File: config.mk
export PLATFORM = sky130hd
export DESIGN_NAME = index_mask_decoder_flat
export DESIGN_NICKNAME = d
export VERILOG_FILES = /design/src/rtl/index_mask_decoder_if.sv /design/src/rtl/index_mask_decoder.sv /design/src/flat_wrapper.sv
export SDC_FILE = /design/constraint.sdc
export NUM_CORES = 1
export LEC_CHECK = 0
export ABC_CLOCK_PERIOD_IN_PS = 900
export BUFFER_PORTS_ARGS = -buffer_cell sky130_fd_sc_hd__buf_4
export CORE_AREA = 2 2 39 41
export CTS_BUF_LIST = sky130_fd_sc_hd__clkbuf_4 sky130_fd_sc_hd__clkbuf_8
export DETAILED_ROUTE_END_ITERATION = 10
export DIE_AREA = 0 0 41 43
export SLEW_MARGIN = 25
export SYNTH_ARGS = -nofsm -noshare
export SYNTH_HDL_FRONTEND = slang
export SYNTH_SLANG_ARGS = --single-unit
File: constraint.sdc
create_clock -name clk -period 0.9 [get_ports clk]
set_input_delay 0.18 -clock clk [delete_from_list [all_inputs] [get_ports clk]]
set_output_delay 0.18 -clock clk [all_outputs]
set_load 0.005 [all_outputs]
File: src/rtl/index_mask_decoder_if.sv
//------------------------------------------------------------------------------
// Module  : index_mask_decoder_if
// Purpose : Beat input and frame-mask output handshakes of index_mask_decoder.
// Revision: 1.0 - initial release
//------------------------------------------------------------------------------
`default_nettype none

interface index_mask_decoder_if #(
  parameter int N_OUT = 4
);
  localparam int IW = (N_OUT > 1) ? $clog2(N_OUT) : 1;

  logic             in_stb;
  logic             in_ready;
  logic [IW-1:0]    in_idx;
  logic             in_nz;
  logic             in_last;
  logic             out_vld;
  logic             out_rdy;
  logic [N_OUT-1:0] out_mask;
  logic             out_err;

  // master drives beats and consumes masks; slave is the decoder
  modport master (
    output in_stb, in_idx, in_nz, in_last, out_rdy,
    input  in_ready, out_vld, out_mask, out_err
  );

  modport slave (
    input  in_stb, in_idx, in_nz, in_last, out_rdy,
    output in_ready, out_vld, out_mask, out_err
  );
endinterface

`default_nettype wire

File: src/rtl/index_mask_decoder.sv
//------------------------------------------------------------------------------
// Module  : index_mask_decoder
// Purpose : Rebuilds a request bitmask from a framed stream of {idx, nz} beats.
//           Optional per-beat one-hot tap enabled by IDX_DEC_ONEHOT_EN.
// Revision: 1.0 - initial release
//------------------------------------------------------------------------------
`default_nettype none

module index_mask_decoder #(
  parameter int N_OUT = 4
) (
  input  wire logic            clk,
  input  wire logic            reset_n,
  index_mask_decoder_if.slave  bus
`ifdef IDX_DEC_ONEHOT_EN
  ,
  output logic                 beat_vld,
  output logic [N_OUT-1:0]     beat_onehot
`endif
);

  localparam int IW = (N_OUT > 1) ? $clog2(N_OUT) : 1;
  localparam logic [IW:0] C_N_OUT = (IW+1)'(N_OUT);

  typedef enum logic [1:0] {
    S_IDLE  = 2'd0,
    S_ACCUM = 2'd1,
    S_HOLD  = 2'd2
  } state_t;

  state_t           r_state;
  logic [N_OUT-1:0] r_acc;
  logic             r_err;
  logic             r_vld;

  logic             w_accept;
  logic             w_in_range;
  logic             w_dup;
  logic             w_beat_err;
  logic [N_OUT-1:0] w_onehot;

  assign bus.in_ready = reset_n && (r_state != S_HOLD);
  assign w_accept     = bus.in_stb && bus.in_ready;

  // Out-of-range indices only exist when N_OUT is not a power of two
  always_comb begin
    w_in_range = ({1'b0, bus.in_idx} < C_N_OUT);
    w_onehot   = '0;
    for (int i = 0; i < N_OUT; i++) begin
      w_onehot[i] = bus.in_nz && w_in_range && (bus.in_idx == IW'(i));
    end
    w_dup      = |(w_onehot & r_acc);
    w_beat_err = bus.in_nz && (!w_in_range || w_dup);
  end

  always_ff @(posedge clk) begin
    if (!reset_n) begin
      r_state <= S_IDLE;
      r_acc   <= '0;
      r_err   <= 1'b0;
      r_vld   <= 1'b0;
    end else begin
      case (r_state)
        S_IDLE, S_ACCUM: begin
          if (w_accept) begin
            r_acc <= r_acc | w_onehot;
            r_err <= r_err | w_beat_err;
            if (bus.in_last) begin
              r_state <= S_HOLD;
              r_vld   <= 1'b1;
            end else begin
              r_state <= S_ACCUM;
            end
          end
        end
        S_HOLD: begin
          // Clearing here leaves IDLE with an empty accumulator
          if (bus.out_rdy) begin
            r_state <= S_IDLE;
            r_vld   <= 1'b0;
            r_acc   <= '0;
            r_err   <= 1'b0;
          end
        end
        default: begin
          r_state <= S_IDLE;
          r_vld   <= 1'b0;
          r_acc   <= '0;
          r_err   <= 1'b0;
        end
      endcase
    end
  end

  assign bus.out_vld  = r_vld;
  assign bus.out_mask = r_acc;
  assign bus.out_err  = r_err;

`ifdef IDX_DEC_ONEHOT_EN
  logic             r_beat_vld;
  logic [N_OUT-1:0] r_beat_onehot;

  always_ff @(posedge clk) begin
    if (!reset_n) begin
      r_beat_vld    <= 1'b0;
      r_beat_onehot <= '0;
    end else begin
      r_beat_vld    <= w_accept;
      r_beat_onehot <= w_accept ? w_onehot : '0;
    end
  end

  assign beat_vld    = r_beat_vld;
  assign beat_onehot = r_beat_onehot;
`endif

endmodule

`default_nettype wire
File: src/flat_wrapper.sv
// flat-port wrapper written by rule: the top's interface ports become plain ports
module index_mask_decoder_flat 
#(
  parameter int N_OUT = 4
)
  (clk, reset_n, bus_in_stb, bus_in_idx, bus_in_nz, bus_in_last, bus_out_rdy, bus_in_ready, bus_out_vld, bus_out_mask, bus_out_err);
  index_mask_decoder_if #(.N_OUT(N_OUT)) bus_i ();
  input  wire logic clk;
  input  wire logic reset_n;
  input wire logic [$bits(bus_i.in_stb)-1:0] bus_in_stb;
  input wire logic [$bits(bus_i.in_idx)-1:0] bus_in_idx;
  input wire logic [$bits(bus_i.in_nz)-1:0] bus_in_nz;
  input wire logic [$bits(bus_i.in_last)-1:0] bus_in_last;
  input wire logic [$bits(bus_i.out_rdy)-1:0] bus_out_rdy;
  output wire logic [$bits(bus_i.in_ready)-1:0] bus_in_ready;
  output wire logic [$bits(bus_i.out_vld)-1:0] bus_out_vld;
  output wire logic [$bits(bus_i.out_mask)-1:0] bus_out_mask;
  output wire logic [$bits(bus_i.out_err)-1:0] bus_out_err;
  assign bus_i.in_stb = bus_in_stb;
  assign bus_i.in_idx = bus_in_idx;
  assign bus_i.in_nz = bus_in_nz;
  assign bus_i.in_last = bus_in_last;
  assign bus_i.out_rdy = bus_out_rdy;
  assign bus_in_ready = bus_i.in_ready;
  assign bus_out_vld = bus_i.out_vld;
  assign bus_out_mask = bus_i.out_mask;
  assign bus_out_err = bus_i.out_err;
  index_mask_decoder #(.N_OUT(N_OUT)) u_core (.clk(clk), .reset_n(reset_n), .bus(bus_i));
endmodule
# Yosys cells after proc, flatten, opt, wreduce, memory -nomap -nowiden
# Cells that the tools add are included.
# totals
regBits,8
out_inout_bits,7
wordCells,42
# classes
n_eq_ne,9
muxes,13
bitwise_logic,3
n_reduce_logical,13
# op_table
op,count
two-way mux 4 bit,2
one-hot mux 4 bit (2 select lines),1
logical AND 1 bit,7
"== test 2 bit, second input constant",3
two-way mux 2 bit,3
"!= test 2 bit, second input constant",3
bitwise AND 4 bit,1
"== test 2 x 1 -> 1 bit, second input constant",2
zero test 2 bit,2
two-way mux 1 bit,4
bitwise OR 4 bit,1
one-hot mux 1 bit (2 select lines),2
one-hot mux 2 bit (2 select lines),1
OR reduction 4 bit,1
AND reduction 3 bit,1
"!= test 2 x 1 -> 1 bit, second input constant",1
AND reduction 2 bit,1
OR reduction 2 bit,1
bitwise OR 1 bit,1

# Depth between registers and ports, before layout
# logic_depth
ltp_word,8
ltp_mapped,3
depth_no_buf,3

# Least setup slack after synthesis
# OpenSTA, ideal clock, no wires.
# synth_timing
path_kind,register to register
start,reg u_core.r_state[1]
end,"reg u_core.r_acc[3], in the netlist u_core.bus.out_mask[3]"
setup_ns,0.120
arrival_time_ns,0.850
setup_slack_ns,-0.070
path_stages_with_launch,4
path_buffers,0
cell_sequence,dfxtp_1 > and4b_2 > o211ai_1 > a21oi_1
# synth_between
elab_chain_len,5
word_cells_on_any_way,11
classes_between,eq/ne (5); mux (1); reduce/logical (5)
# synth_lines
item,line,source
"start, declared",index_mask_decoder.sv:31,state_t r_state;
"start signal, assigned",index_mask_decoder.sv:58,r_state <= S_IDLE;
"start signal, assigned",index_mask_decoder.sv:69,r_state <= S_HOLD;
"start signal, assigned",index_mask_decoder.sv:72,r_state <= S_ACCUM;
!= test 2 bit,index_mask_decoder.sv:42,assign bus.in_ready = reset_n && (r_state != S_HOLD);
logical AND 1 bit,index_mask_decoder.sv:42,
logical AND 1 bit,index_mask_decoder.sv:43,assign w_accept = bus.in_stb && bus.in_ready;
!= test 2 x 1 -> 1 bit (no source line),--,
AND reduction 2 bit (no source line),--,
"end signal, assigned",index_mask_decoder.sv:66,r_acc <= r_acc | w_onehot;
"end, declared",index_mask_decoder.sv:32,logic [N_OUT-1:0] r_acc;
# Several ways; a longest one is shown, not always the timed one.
# A chain may end at the register's enable or synchronous reset.

# Final worst setup path
# layout_timing
start,reg u_core.r_state[1]
end,out bus_in_ready
# layout_between
elab_chain_len,2
# layout_lines
item,line,source
!= test 2 bit,index_mask_decoder.sv:42,
logical AND 1 bit,index_mask_decoder.sv:42,
"end, declared",flat_wrapper.sv:15,output wire logic [$bits(bus_i.in_ready)-1:0] bus_in_ready;
# No other way between the ends.

==> run summary <==
Clk sinks: 8
# hold bufs at CTS: 0
Largest area contributor in the netlist: dfxtp_1
PwrDens: 1300 nW/um^2
Setup Skew: 0.0100 ns
Number of global-route vias before repair: 342
CTS Buf Count: 3
Total number of vias: 393
Grt met1 use: 13.6%
Final Setup Violations: 8
CP Class: reg2out
Hold crit path type: in2reg
Met3 Use GR: 3.14%
Failing checks: setup timing
GR Overflow Total: 0
Core ar.: 1380 um^2
R2R cell count: 4
DRT antenna net count: 0
FF-to-FF Start: u_core.r_state[1]
Ys async rst share: 0%
Hold Path Stages: 2
Met2 Usage GRT: 18.4%
Post-Route WL: 942 um
Unique cell type count in the Yosys netlist: 20
# rows: 14
EDFF count, synth: 0
Clock-pin slew on the worst setup and hold paths: 0.06 ns
Largest net degree at the start of global routing: 7
Initial DRC Count: 0
I/O pin cnt: 15
R2R setup slack: -0.17 ns
FMAX: 915 MHz
Final period util: 121%
Data arrival, critical path: 0.91 ns
Slew Viols, Final: 0
CP max stage delay: 0.34 ns
Initial antenna violation count: 0
Die Y: 43 um
Top cells by count, synth: dfxtp_1 (8), a21oi_1 (5), inv_1 (5)
Post-synth top area share: 43.7%
DP HPWL: 626 um
Placed instance area: 523 um^2
Worst Setup End Kind: primary output
Antenna Cells: 0
Total power: 806 uW
Worst VDD drop: 0.611 mV
Final Hold Fails: 0
Worst skew pair latency: 0.25 ns
Post-route cell area: 619 um^2
Longest Clk Path Bufs: 2
Sequential-to-total area share from yosys stat: 43.7%
Critical Path Source: u_core.r_state[1]
Worst Setup EP: bus_in_ready
DR pass1 iterations: 1
Area grow syn2layout: 68.9%
Least-Margin Pin Slew: 0.298 ns
Mapped Nets: 51
CP max stage cell: dfxtp_2
CP Cell Sequence: inv_2, o21a_1, buf_4
Worst Path Max Fanout: 2
Nets: 77
Worst reg2reg path endpoint: u_core.bus.out_mask[3]
Port Buffers: 14
Placer Congestion: 0.657
First-pass GRT wire length: 1370 um
CTS tree: yes
CTS root buf: clkbuf_4
Worst slack, placed: -0.0771 ns
Flop and latch count out of synthesis: 8
RSZ-0062 raised after global routing: yes
Die width: 41 um
Starting Density: 26.5%
Synth Flop Type: dfxtp_1
Synth Cell Area: 367 um^2
WL/cell: 11.3 um
Top-count cell post-synth: dfxtp_1
Vias per inst: 4.73
Worst setup margin: -0.193 ns
Syn. warnings: 0
Die area: 1760 um^2
Startpoint Class: flop
Cell count after synthesis: 43
Busiest grt layer: met2
CTS H-tree depth: 1
Status: complete, but fails checks
Top post-synthesis cells by area: dfxtp_1 (44%), a21oi_1 (6.8%), mux2i_1 (5.5%), o21ai_0 (5.5%), inv_1 (5.1%)
Avg Synthesized Cell Area: 8.53 um^2
MaxCap Viol Count: 0
Worst EP required: 0.72 ns
Final Critical Period: 1.09 ns
# DRC: 0
Share of cells above drive strength 1: 56.7%
Leakage: 0.269 nW
Max_slew headroom: 80.1%
GRT Total Usage: 12.0%
-- report_power, final --
part	switching [mW]	total (mW)	leakage (nW)	internal [mW]
Sequential	0.0138	0.384	0.0682	0.370
Combinational	0.0632	0.149	0.187	0.0856
Clock	0.120	0.273	0.0138	0.153
Total	0.197	0.806	0.269	0.608
-- worst min path at each step --
stage | from | end
final | bus_in_last | u_core.r_state[0]
after global routing | bus_in_last | u_core.r_state[0]
after CTS | bus_in_last | u_core.r_state[0]
after detailed placement | bus_in_last | u_core.r_state[0]
after global placement | bus_in_last | u_core.r_state[0]
after floorplan | bus_in_last | u_core.r_state[0]
-- per-stage QoR --
step                hold slack [ns]  cells  util (%)  setup TNS [ns]
floorplan                     0.292     43         -         -0.0589
global placement              0.423     77      37.8          -0.363
detailed placement            0.420     77      37.8          -0.425
CTS                           0.119     82      41.5           -1.02
global route                  0.130     83      44.8           -1.47
finish                        0.139     83      44.8          -0.996
-- metal layers --
metal	routed length, um	share of wire, %
met1	370	39
met2	504	54
met3	57	6.1
met4	10	1.1
met5	0	0
-- registers in the layout (all words and copies together), names as in the netlist --
name	flops
u_core.bus.out_err	1
u_core.bus.out_mask	4
u_core.bus.out_vld	1
u_core.r_state	2
-- placed cells by master (no fill, tap or decap), types with 2 or more instances in the layout --
cell type	Yosys	final
dfxtp_2	0	7
nor2b_1	2	2
inv_1	5	5
mux2i_1	2	2
o21ai_1	0	3
a21oi_1	5	4
nor2_1	3	3
clkbuf_4	0	3
buf_6	0	4
buf_4	0	17
-- worst max-delay path: cells and delay by family (launching register included) --
kind | cells | cell delay [ns]
DFF | 1 | 0.34
buffers and inverters | 2 | 0.17
AOI/OAI and AO/OA | 1 | 0.15
-- cell families (layout without fill, tap and decap cells) --
logic type | after synthesis | in the layout | share of synthesized area (%)
and+or+nand+nor | 11 | 11 | 16.4
muxes | 2 | 2 | 5.46
AOI/OAI and AO/OA | 16 | 16 | 28.3
DFF | 8 | 8 | 43.7
buffers and inverters | 6 | 30 | 6.14
-- what timing repair did --
action / 4_1_cts / 5_1_grt
pin swaps: 9 / 5
buffers inserted: 2 / 1
gates resized for setup: 11 / 10
cloned: 0 / 0
endpoints found under the setup margin: 12 / 14
-- final cells by class --
| class | count | area [um^2] |
|---|---|---|
| fillers | 147 | 764 |
| repair buffers | 21 | 173 |
| flip-flops and latches | 8 | 169 |
| clock buffers | 3 | 22.5 |
| well taps | 16 | 20.0 |
| inverters | 6 | 22.5 |
| multi-input cells | 29 | 213 |
Note: power is estimated with default switching activity, not from simulation.
